$ cat src/rtl/fetch_unit.sv
// Instruction-fetch stage: owns the PC, pairs 1-cycle RAM words with their PC.
// Optional perf counters are enabled with FETCH_PERF_COUNTERS_EN.
module fetch_unit #(
    parameter int ADDR_WIDTH = 32,
    parameter logic [ADDR_WIDTH-1:0] RESET_VECTOR = '0
) (
    input  logic                  clk,
    input  logic                  reset,
    input  logic                  fetch_enable,
    input  logic                  stall,
    input  logic                  redirect,
    input  logic [ADDR_WIDTH-1:0] redirect_target,
    output logic [ADDR_WIDTH-1:0] imem_pc,
    output logic                  imem_flush,
    input  logic [31:0]           imem_instruction,
    output logic [31:0]           if_instruction,
    output logic [ADDR_WIDTH-1:0] if_pc,
    output logic                  if_valid,
    output logic                  fetch_misaligned_exception
`ifdef FETCH_PERF_COUNTERS_EN
    ,
    output logic [31:0]           perf_fetched,
    output logic [31:0]           perf_stall_cycles
`endif
);

    typedef enum logic [1:0] {
        IDLE,
        RUN,
        HALTED
    } state_t;

    state_t                state;
    logic [ADDR_WIDTH-1:0] pc_f;
    logic [ADDR_WIDTH-1:0] pc_d;
    logic                  valid_d;
    logic                  aligned;

    assign aligned = (redirect_target[1:0] == 2'b00);

    // Re-present the held address while stalled so the RAM word stays put.
    assign imem_pc        = (stall && valid_d) ? pc_d : pc_f;
    assign imem_flush     = redirect && (state == RUN);
    assign if_instruction = valid_d ? imem_instruction : 32'h0;
    assign if_pc          = pc_d;
    assign if_valid       = valid_d;

    always_ff @(posedge clk) begin
        if (reset) begin
            state                      <= IDLE;
            pc_f                       <= RESET_VECTOR;
            pc_d                       <= RESET_VECTOR;
            valid_d                    <= 1'b0;
            fetch_misaligned_exception <= 1'b0;
        end else begin
            fetch_misaligned_exception <= 1'b0;
            unique case (state)
                IDLE: begin
                    valid_d <= 1'b0;
                    if (redirect && aligned)
                        pc_f <= redirect_target;
                    if (fetch_enable)
                        state <= RUN;
                end
                RUN: begin
                    if (redirect) begin
                        valid_d <= 1'b0;
                        if (aligned) begin
                            pc_f <= redirect_target;
                        end else begin
                            fetch_misaligned_exception <= 1'b1;
                            state                      <= HALTED;
                        end
                    end else if (!stall) begin
                        pc_d    <= pc_f;
                        valid_d <= 1'b1;
                        pc_f    <= pc_f + ADDR_WIDTH'(4);
                    end
                end
                HALTED: begin
                    valid_d <= 1'b0;
                    if (redirect) begin
                        if (aligned) begin
                            pc_f  <= redirect_target;
                            state <= RUN;
                        end else begin
                            fetch_misaligned_exception <= 1'b1;
                        end
                    end
                end
                default: begin
                    state   <= IDLE;
                    valid_d <= 1'b0;
                end
            endcase
        end
    end

`ifdef FETCH_PERF_COUNTERS_EN
    always_ff @(posedge clk) begin
        if (reset) begin
            perf_fetched      <= 32'h0;
            perf_stall_cycles <= 32'h0;
        end else begin
            if (valid_d && !stall && !redirect)
                perf_fetched <= perf_fetched + 32'h1;
            if (valid_d && stall && !redirect)
                perf_stall_cycles <= perf_stall_cycles + 32'h1;
        end
    end
`endif

endmodule

$ cat config.mk
export PLATFORM = sky130hd
export DESIGN_NAME = fetch_unit
export DESIGN_NICKNAME = d
export VERILOG_FILES = /design/src/rtl/fetch_unit.sv
export SDC_FILE = /design/constraint.sdc
export NUM_CORES = 1
export LEC_CHECK = 0
export CORE_MARGIN = 4
export CORE_UTILIZATION = 41
export CTS_CLUSTER_SIZE = 10
export DETAILED_ROUTE_END_ITERATION = 8
export PLACE_DENSITY = 0.78
export SLEW_MARGIN = 40
export SYNTH_ARGS = -nofsm -noshare
export SYNTH_HDL_FRONTEND = slang
export SYNTH_SLANG_ARGS = --single-unit
$ cat constraint.sdc
create_clock -name clk -period 1.95 [get_ports clk]
set_input_delay 0.39 -clock clk [delete_from_list [all_inputs] [get_ports clk]]
set_output_delay 0.39 -clock clk [all_outputs]
set_load 0.01 [all_outputs]
## Word-level counts from Yosys, hierarchy flattened

Index checks and enable logic that the tools add are counted.

- Register bits after elaboration: 68
- Input port bits: 69
- Output and inout bits: 99
- Logic and storage cells: 46

- Add/subtract/negate cells: 1
- Equality and inequality tests: 9
- Mux-type cells: 15
- Bitwise logic cells: 4
- Reductions and logical operators: 12

Operators with widths:

| operator | number |
|---|---|
| two-way mux 32 bit | 7 |
| case mux 32 bit (3 select lines) | 1 |
| adder 32 x 3 -> 32 bit (second input constant) | 1 |
| != test 2 bit (second input constant) | 6 |
| two-way mux 2 bit | 5 |
| case mux 2 bit (3 select lines) | 1 |
| OR reduction 3 bit | 2 |
| AND reduction 5 bit | 1 |
| logical NOT 2 bit | 2 |
| NOT 1 bit | 4 |
| AND reduction 4 bit | 1 |
| logical AND 1 bit | 3 |
| != test 3 bit (second input constant) | 1 |
| AND reduction 3 bit | 1 |
| nonzero test 3 bit | 1 |
| == test 2 x 1 -> 1 bit (second input constant) | 1 |
| == test 2 bit (second input constant) | 1 |
| OR reduction 2 bit | 1 |
| two-way mux 1 bit | 1 |

## Longest topological paths before layout

- Depth after elaboration: 4
- Gate-level depth with buffers: 10
- Depth with buffers taken out: 7

## Worst setup path before layout

Ideal clock, no wire load.

- Kind: register -> register
- Start point: register state[1]
- End point: register pc_f[10]
- Setup time: 132 ps
- Arrival: 1958 ps
- Required time: 1818 ps
- Path slack: -140 ps
- Cell stages (with the launch flop): 10
- Buffers on the path: 2
- Period minus slack after synthesis: 2090 ps
- Path through: dfxtp_1 > inv_1 > ha_1 > buf_2 > a211oi_2 > buf_2 > o221a_2 > o21ai_0 > a222oi_1 > nor3_1

- Word-level cells in the longest chain between the ends: 3
- Elaborated cells on any way between the ends: 9
- Those cells by class: eq/ne (5); mux (1); reduce/logical (3)

RTL lines:

| what | RTL line | RTL |
|---|---|---|
| start, declared | 33 | `state_t state;` |
| start signal, assigned | 50 | `state <= IDLE;` |
| start signal, assigned | 63 | `state <= RUN;` |
| start signal, assigned | 72 | `state <= HALTED;` |
| == test 2 x 1 -> 1 bit, or another cell as far along | 57 | `unique case (state)` |
| != test 3 bit (no line), or another cell as far along | n/a |  |
| AND reduction 4 bit (no line) | n/a |  |
| end signal, assigned | 61 | `pc_f <= redirect_target;` |
| end signal, assigned | 69 | `pc_f <= redirect_target;` |
| end signal, assigned | 77 | `pc_f <= pc_f + ADDR_WIDTH'(4);` |
| end, declared | 34 | `logic [ADDR_WIDTH-1:0] pc_f;` |

Parallel ways exist; a longest one is shown, timed or not.
A chain may end at the register's enable or synchronous reset.

## Worst setup path in the final report

- Start point: register state[1]
- End point: register pc_f[24]

The elaborated chain is that of the path after synthesis.

==> results.md <==
- The H-tree depth is 3.
- The via count of the first global-routing pass came to between 5,000 and 6,000.
- Yosys attributes the largest share of cell area to sky130_fd_sc_hd__dfxtp_1 (31%), sky130_fd_sc_hd__mux2_2 (8.1%), sky130_fd_sc_hd__a21oi_1 (7.3%).
- Measured in cells, the most critical reg-to-reg path has a length of 11.
- The core utilization of the finished layout is 78.0%.
- Compared with the post-synthesis result, the final layout area differs by 82.9%.
- The transition time at the pin with the least slew margin is about 0.48 ns.
- The routed design has 20.9 mm of wire.
- For this run, the top clock speed supported by timing is approximately 0.46 GHz.
- The net count of the finished layout is 922.
- The total nets after synthesis is 668.
- Net switching is between 30% and 40% of the power.
- The final critical-path setup slack is -0.227 ns.
- The dominant cell type by area after synthesis is sky130_fd_sc_hd__dfxtp_1.
- The worst path uses 112% of the clock period.
- The worst hold path belongs to the class reg -> reg.
- The flow ran to the end, but the final reports show violations.
- The clock drives 68 sinks.
- The number of buffer and inverter stages on the critical path is 5.
- The worst-case hold path end point is if_pc[28]$_SDFFE_PP0P_.
- Summed over all nets, the switching power comes to between 3000 and 4000 µW.
- From bottom edge to top edge, the die measures roughly 110 µm.
- Of all flip-flops after synthesis, the portion carrying an async set or reset was 0%.
- The number of hold-repair buffers added at the cts stage is 0.
- Of the total synthesized cell area, the portion taken by XOR and XNOR cells is less than 1%.
- The total congestion overflow after global routing is 0.
- For the worst-skew pair, the clock arrives at the later sink with an insertion delay of between 0.3 and 0.4 ns.
- The synthesized netlist devotes 24.1% of its cell area to compound gates.
- Global routing used between 20% and 30% of the available tracks.
- Counting the buffers created by CTS gives 9.
- The worst supply voltage drop on vdd is 0.000598 V.
- The critical setup path kind is reg -> reg.
- The library cell used most frequently in the layout, excluding fill and tap cells, is sky130_fd_sc_hd__clkdlybuf4s50_1.
- The tree is rooted in a sky130_fd_sc_hd__clkbuf_8.
- The number of standard cells after synthesis is 594.
- The total count of max-transition violations in the final report is 0.
- The number of diodes is 0.
- The count of vias placed by the detailed router is 6,058.
- The critical path goes through inv_4 > ha_4 > buf_6 > a211oi_4 > buf_6 > buf_6 > buf_6 > nand3b_1 > nor4_4 > o21ai_1 > a211oi_1.
- The worst slew margin relative to its limit is about two thirds.
- The yosys synthesis warning count is 0.
- The worst-case clock skew is ~0.010 ns.
- The largest stage delay on the critical path is around 0.37 ns.
- In this run the cell area of the synthesized design comes to around 4500 µm².
- The largest net degree at the start of global routing is 38.
- In the routed design, unresolved DRC markers number 0.
- The die outline width is 112 µm.
- The estimated wirelength of the detail-placed design is approximately 13 mm.
- Timing analysis after detailed placement gives a worst setup slack of -0.468 ns.
- The final setup violation count is 41.
- The number of standard cells in the layout, taps in and fillers out is approximately 1,000.
- The die covers 12,600 µm².
- The simple-gate area share of the yosys netlist is 27.5%.
- Port buffering added 167 buffers.
- In this run the critical register-to-register path is launched from state[1]$_SDFFE_PP0P_.
- The detail route stage leaves a number of antenna-violating nets equal to 0.
- The kind of launch point of the worst setup path is a flip-flop.
- After clock tree synthesis, the clock-pin slew on the worst setup and hold paths is roughly 0.080 ns.
- The fraction of layout cells with a size suffix above 1 is between 30% and 40%.
- The predominant post-synthesis flop cell is sky130_fd_sc_hd__dfxtp_1.
- The dominant delay contributor by cell family on the critical path is buffers and inverters.
- Dividing the detail-routed wire length by the instance count gives ~21 µm.
- Counting distinct cell types in the post-synthesis netlist gives a little over 60.
- The number of antenna violations at the first check in global routing is 0.
- For this configuration, the core starts out at a cell density of around 43%.
- The final reports fail on setup timing.
- After synthesis, the share of cell area in mux cells is 9.65%.
- In this run, synthesis produced a sequential element count of between 60 and 70.
- In this run the most critical hold path is launched from if_pc[28]$_SDFFE_PP0P_.
- The first global-routing pass estimated between 20 and 30 mm of wire.
- The power density of the placed cells is between 1000 and 1500 nW/µm².
- The leakage power is around 0.0035 µW.
- Among the stages of the critical path, the cell type that occurs most often is sky130_fd_sc_hd__buf_6.
- The reg-to-reg critical path endpoint is pc_f[24]$_SDFFE_PP0P_.
- Setup repair after global routing could not meet its margin everywhere.
- The cell row count is 37.
- The data arrival at the endpoint of the critical path is roughly 2.5 ns.
- The cell depth of the worst hold path is 2.
- The floorplan step defined a core boundary enclosing approximately 10,000 µm².
- The maximum buffer depth of the clock tree is 2.
- The detailed router finished its first iteration with 683 violations.
- The logic gate share of total power is slightly above 60%.
- The mean area per synthesized cell is between 7 and 8 µm².
- The synthesized netlist devotes around 1.4% of its cell area to adder and majority cells.
- The mean number of vias per cell is roughly 6.1.
- In this run the worst path has a maximum fanout of 5.
- The internal power component is 5080 µW.
- The synthesized design devotes to its leading area cell type 30.5% of total area.
- Sequential cells were found to cover between 30% and 40% of the synthesized design area.
- The number of hold violations in the final report is 0.
- In this run, flip-flops and latches consume a little over a fifth of the power.
- The element type at the critical path end is a flip-flop.
- The top cell types in the final layout, fill and taps aside, are sky130_fd_sc_hd__clkdlybuf4s50_1 (96), sky130_fd_sc_hd__buf_4 (89), sky130_fd_sc_hd__nand2_1 (83), sky130_fd_sc_hd__dfxtp_1 (63), sky130_fd_sc_hd__a21oi_1 (59).
- The slowest stage of the critical path is the sky130_fd_sc_hd__dfxtp_2 cell.
- STA puts the critical path data required time at ~2.2 ns.
- Counting flops with a built-in enable in the synthesized netlist gives 0.
- For the finished layout, the period the worst path requires is between 2 and 2.5 ns.
- The clock tree from TritonCTS is done.
- The number of cells in the design after placement is about 940.
- The number of top-level design ports is 168.
- The iteration count of the initial detailed-routing pass is 6.
- Max-cap violations in this run came to 0.
- At the end of routability-driven placement, the weighted congestion stood at 0.965.
- In this run the register-to-register setup slack is -0.23 ns.
- Per report_power, the clock group accounts for 18.7% of the total.
- The dominant combinational cell family by area after synthesis is simple AND/OR/NAND/NOR gates.
-- final cells by class --
| type | instances | area, µm² |
|---|---|---|
| clock buffer | 13 | 179 |
| clock inverter | 3 | 90.1 |
| fill | 698 | 2300 |
| inverter | 14 | 57.6 |
| multi-input combinational | 458 | 3350 |
| sequential | 68 | 1370 |
| tap | 136 | 170 |
| timing repair buffer | 297 | 2940 |
-- worst max path at each step --
stage / startpoint / to / slack [ns] / cells past startpoint
global route: pc_f[21]$_SDFFE_PP0P_ / pc_f[24]$_SDFFE_PP0P_ / -0.33 / 6
finish: state[1]$_SDFFE_PP0P_ / pc_f[24]$_SDFFE_PP0P_ / -0.23 / 11
floorplan: state[1]$_SDFFE_PP0P_ / pc_f[10]$_SDFFE_PP0P_ / -0.04 / 9
detailed placement: stall / imem_pc[17] / -0.47 / 5
global placement: stall / imem_pc[4] / -0.43 / 5
CTS: state[0]$_SDFFE_PP0P_ / pc_f[26]$_SDFFE_PP0P_ / -0.12 / 11
-- worst reg2reg max path, stage by stage, from the launching register on --
cell,delay (ns)
sky130_fd_sc_hd__dfxtp_2,0.37
sky130_fd_sc_hd__inv_4,0.06
sky130_fd_sc_hd__ha_4,0.17
sky130_fd_sc_hd__buf_6,0.11
sky130_fd_sc_hd__a211oi_4,0.20
sky130_fd_sc_hd__buf_6,0.16
sky130_fd_sc_hd__buf_6,0.11
sky130_fd_sc_hd__buf_6,0.12
sky130_fd_sc_hd__nand3b_1,0.19
sky130_fd_sc_hd__nor4_4,0.31
sky130_fd_sc_hd__o21ai_1,0.11
sky130_fd_sc_hd__a211oi_1,0.19
-- power groups by stage --
stage               logic [µW]  registers (µW)  clock network (µW)
floorplan                 1870            1710                   0
global placement          3490            1740                   0
detailed placement        3570            1750                   0
CTS                       4250            1740                1580
global route              5400            1780                1640
finish                    5120            1760                1580
-- registers in the layout (all words and copies together) (netlist names) --
name                        count
pc_f                           32
state                           2
if_pc                          32
fetch_misaligned_exception      1
if_valid                        1
-- what timing repair did --
action,CTS,global route
cloned,5,2
buffers inserted,21,12
resized for setup,249,106
endpoints found under the setup margin,97,79
pin swaps,33,35
-- metrics by stage --
step                hold slack (ns)  area, µm²  total power, µW  setup TNS [ns]
finish                        0.466       8160             8460           -3.83
floorplan                     0.437       4490             3580         -0.0877
detailed placement            0.458       6840             5320          -27.75
CTS                           0.434       7620             7560           -2.36
global placement              0.455       6840             5230          -24.97
global route                  0.460       8160             8810           -6.58
-- cell families (layout without fill, tap and decap cells) --
family	Yosys count	in the layout
fa+ha+maj	5	5
compound gates	172	172
xor+xnor	3	3
flops	68	68
mux	39	39
buf+inv	68	327
simple gates	239	239
-- synthesized netlist by cell type, types with 4 or more instances --
cell,n
sky130_fd_sc_hd__clkbuf_1,38
sky130_fd_sc_hd__o221ai_1,5
sky130_fd_sc_hd__and3_1,4
sky130_fd_sc_hd__mux2i_1,7
sky130_fd_sc_hd__inv_1,14
sky130_fd_sc_hd__buf_2,9
sky130_fd_sc_hd__dfxtp_1,68
sky130_fd_sc_hd__a2111oi_0,4
sky130_fd_sc_hd__and2_1,37
sky130_fd_sc_hd__nor4_1,17
sky130_fd_sc_hd__and4_1,5
sky130_fd_sc_hd__o21ai_0,39
sky130_fd_sc_hd__nand3b_1,5
sky130_fd_sc_hd__o22ai_1,4
sky130_fd_sc_hd__nand2b_1,4
sky130_fd_sc_hd__nand2_1,85
sky130_fd_sc_hd__a21oi_1,65
sky130_fd_sc_hd__nand4_1,11
sky130_fd_sc_hd__a31oi_1,5
sky130_fd_sc_hd__a22oi_1,12
sky130_fd_sc_hd__ha_1,5
sky130_fd_sc_hd__nand3_1,12
sky130_fd_sc_hd__nor3_1,8
sky130_fd_sc_hd__a211oi_1,8
sky130_fd_sc_hd__mux2_2,32
sky130_fd_sc_hd__nor2_1,32
-- metal layers --
| metal | routed length, µm | vias to the layer above | GRT usage [%] |
|---|---|---|---|
| li1 | - | 2665 | - |
| met1 | 7610 | 2823 | 34.5 |
| met2 | 10100 | 469 | 48.0 |
| met3 | 2240 | 101 | 7.01 |
| met4 | 999 | 0 | 12.0 |
| met5 | 0 | - | 0 |
Power figures use the tool's default switching activity.
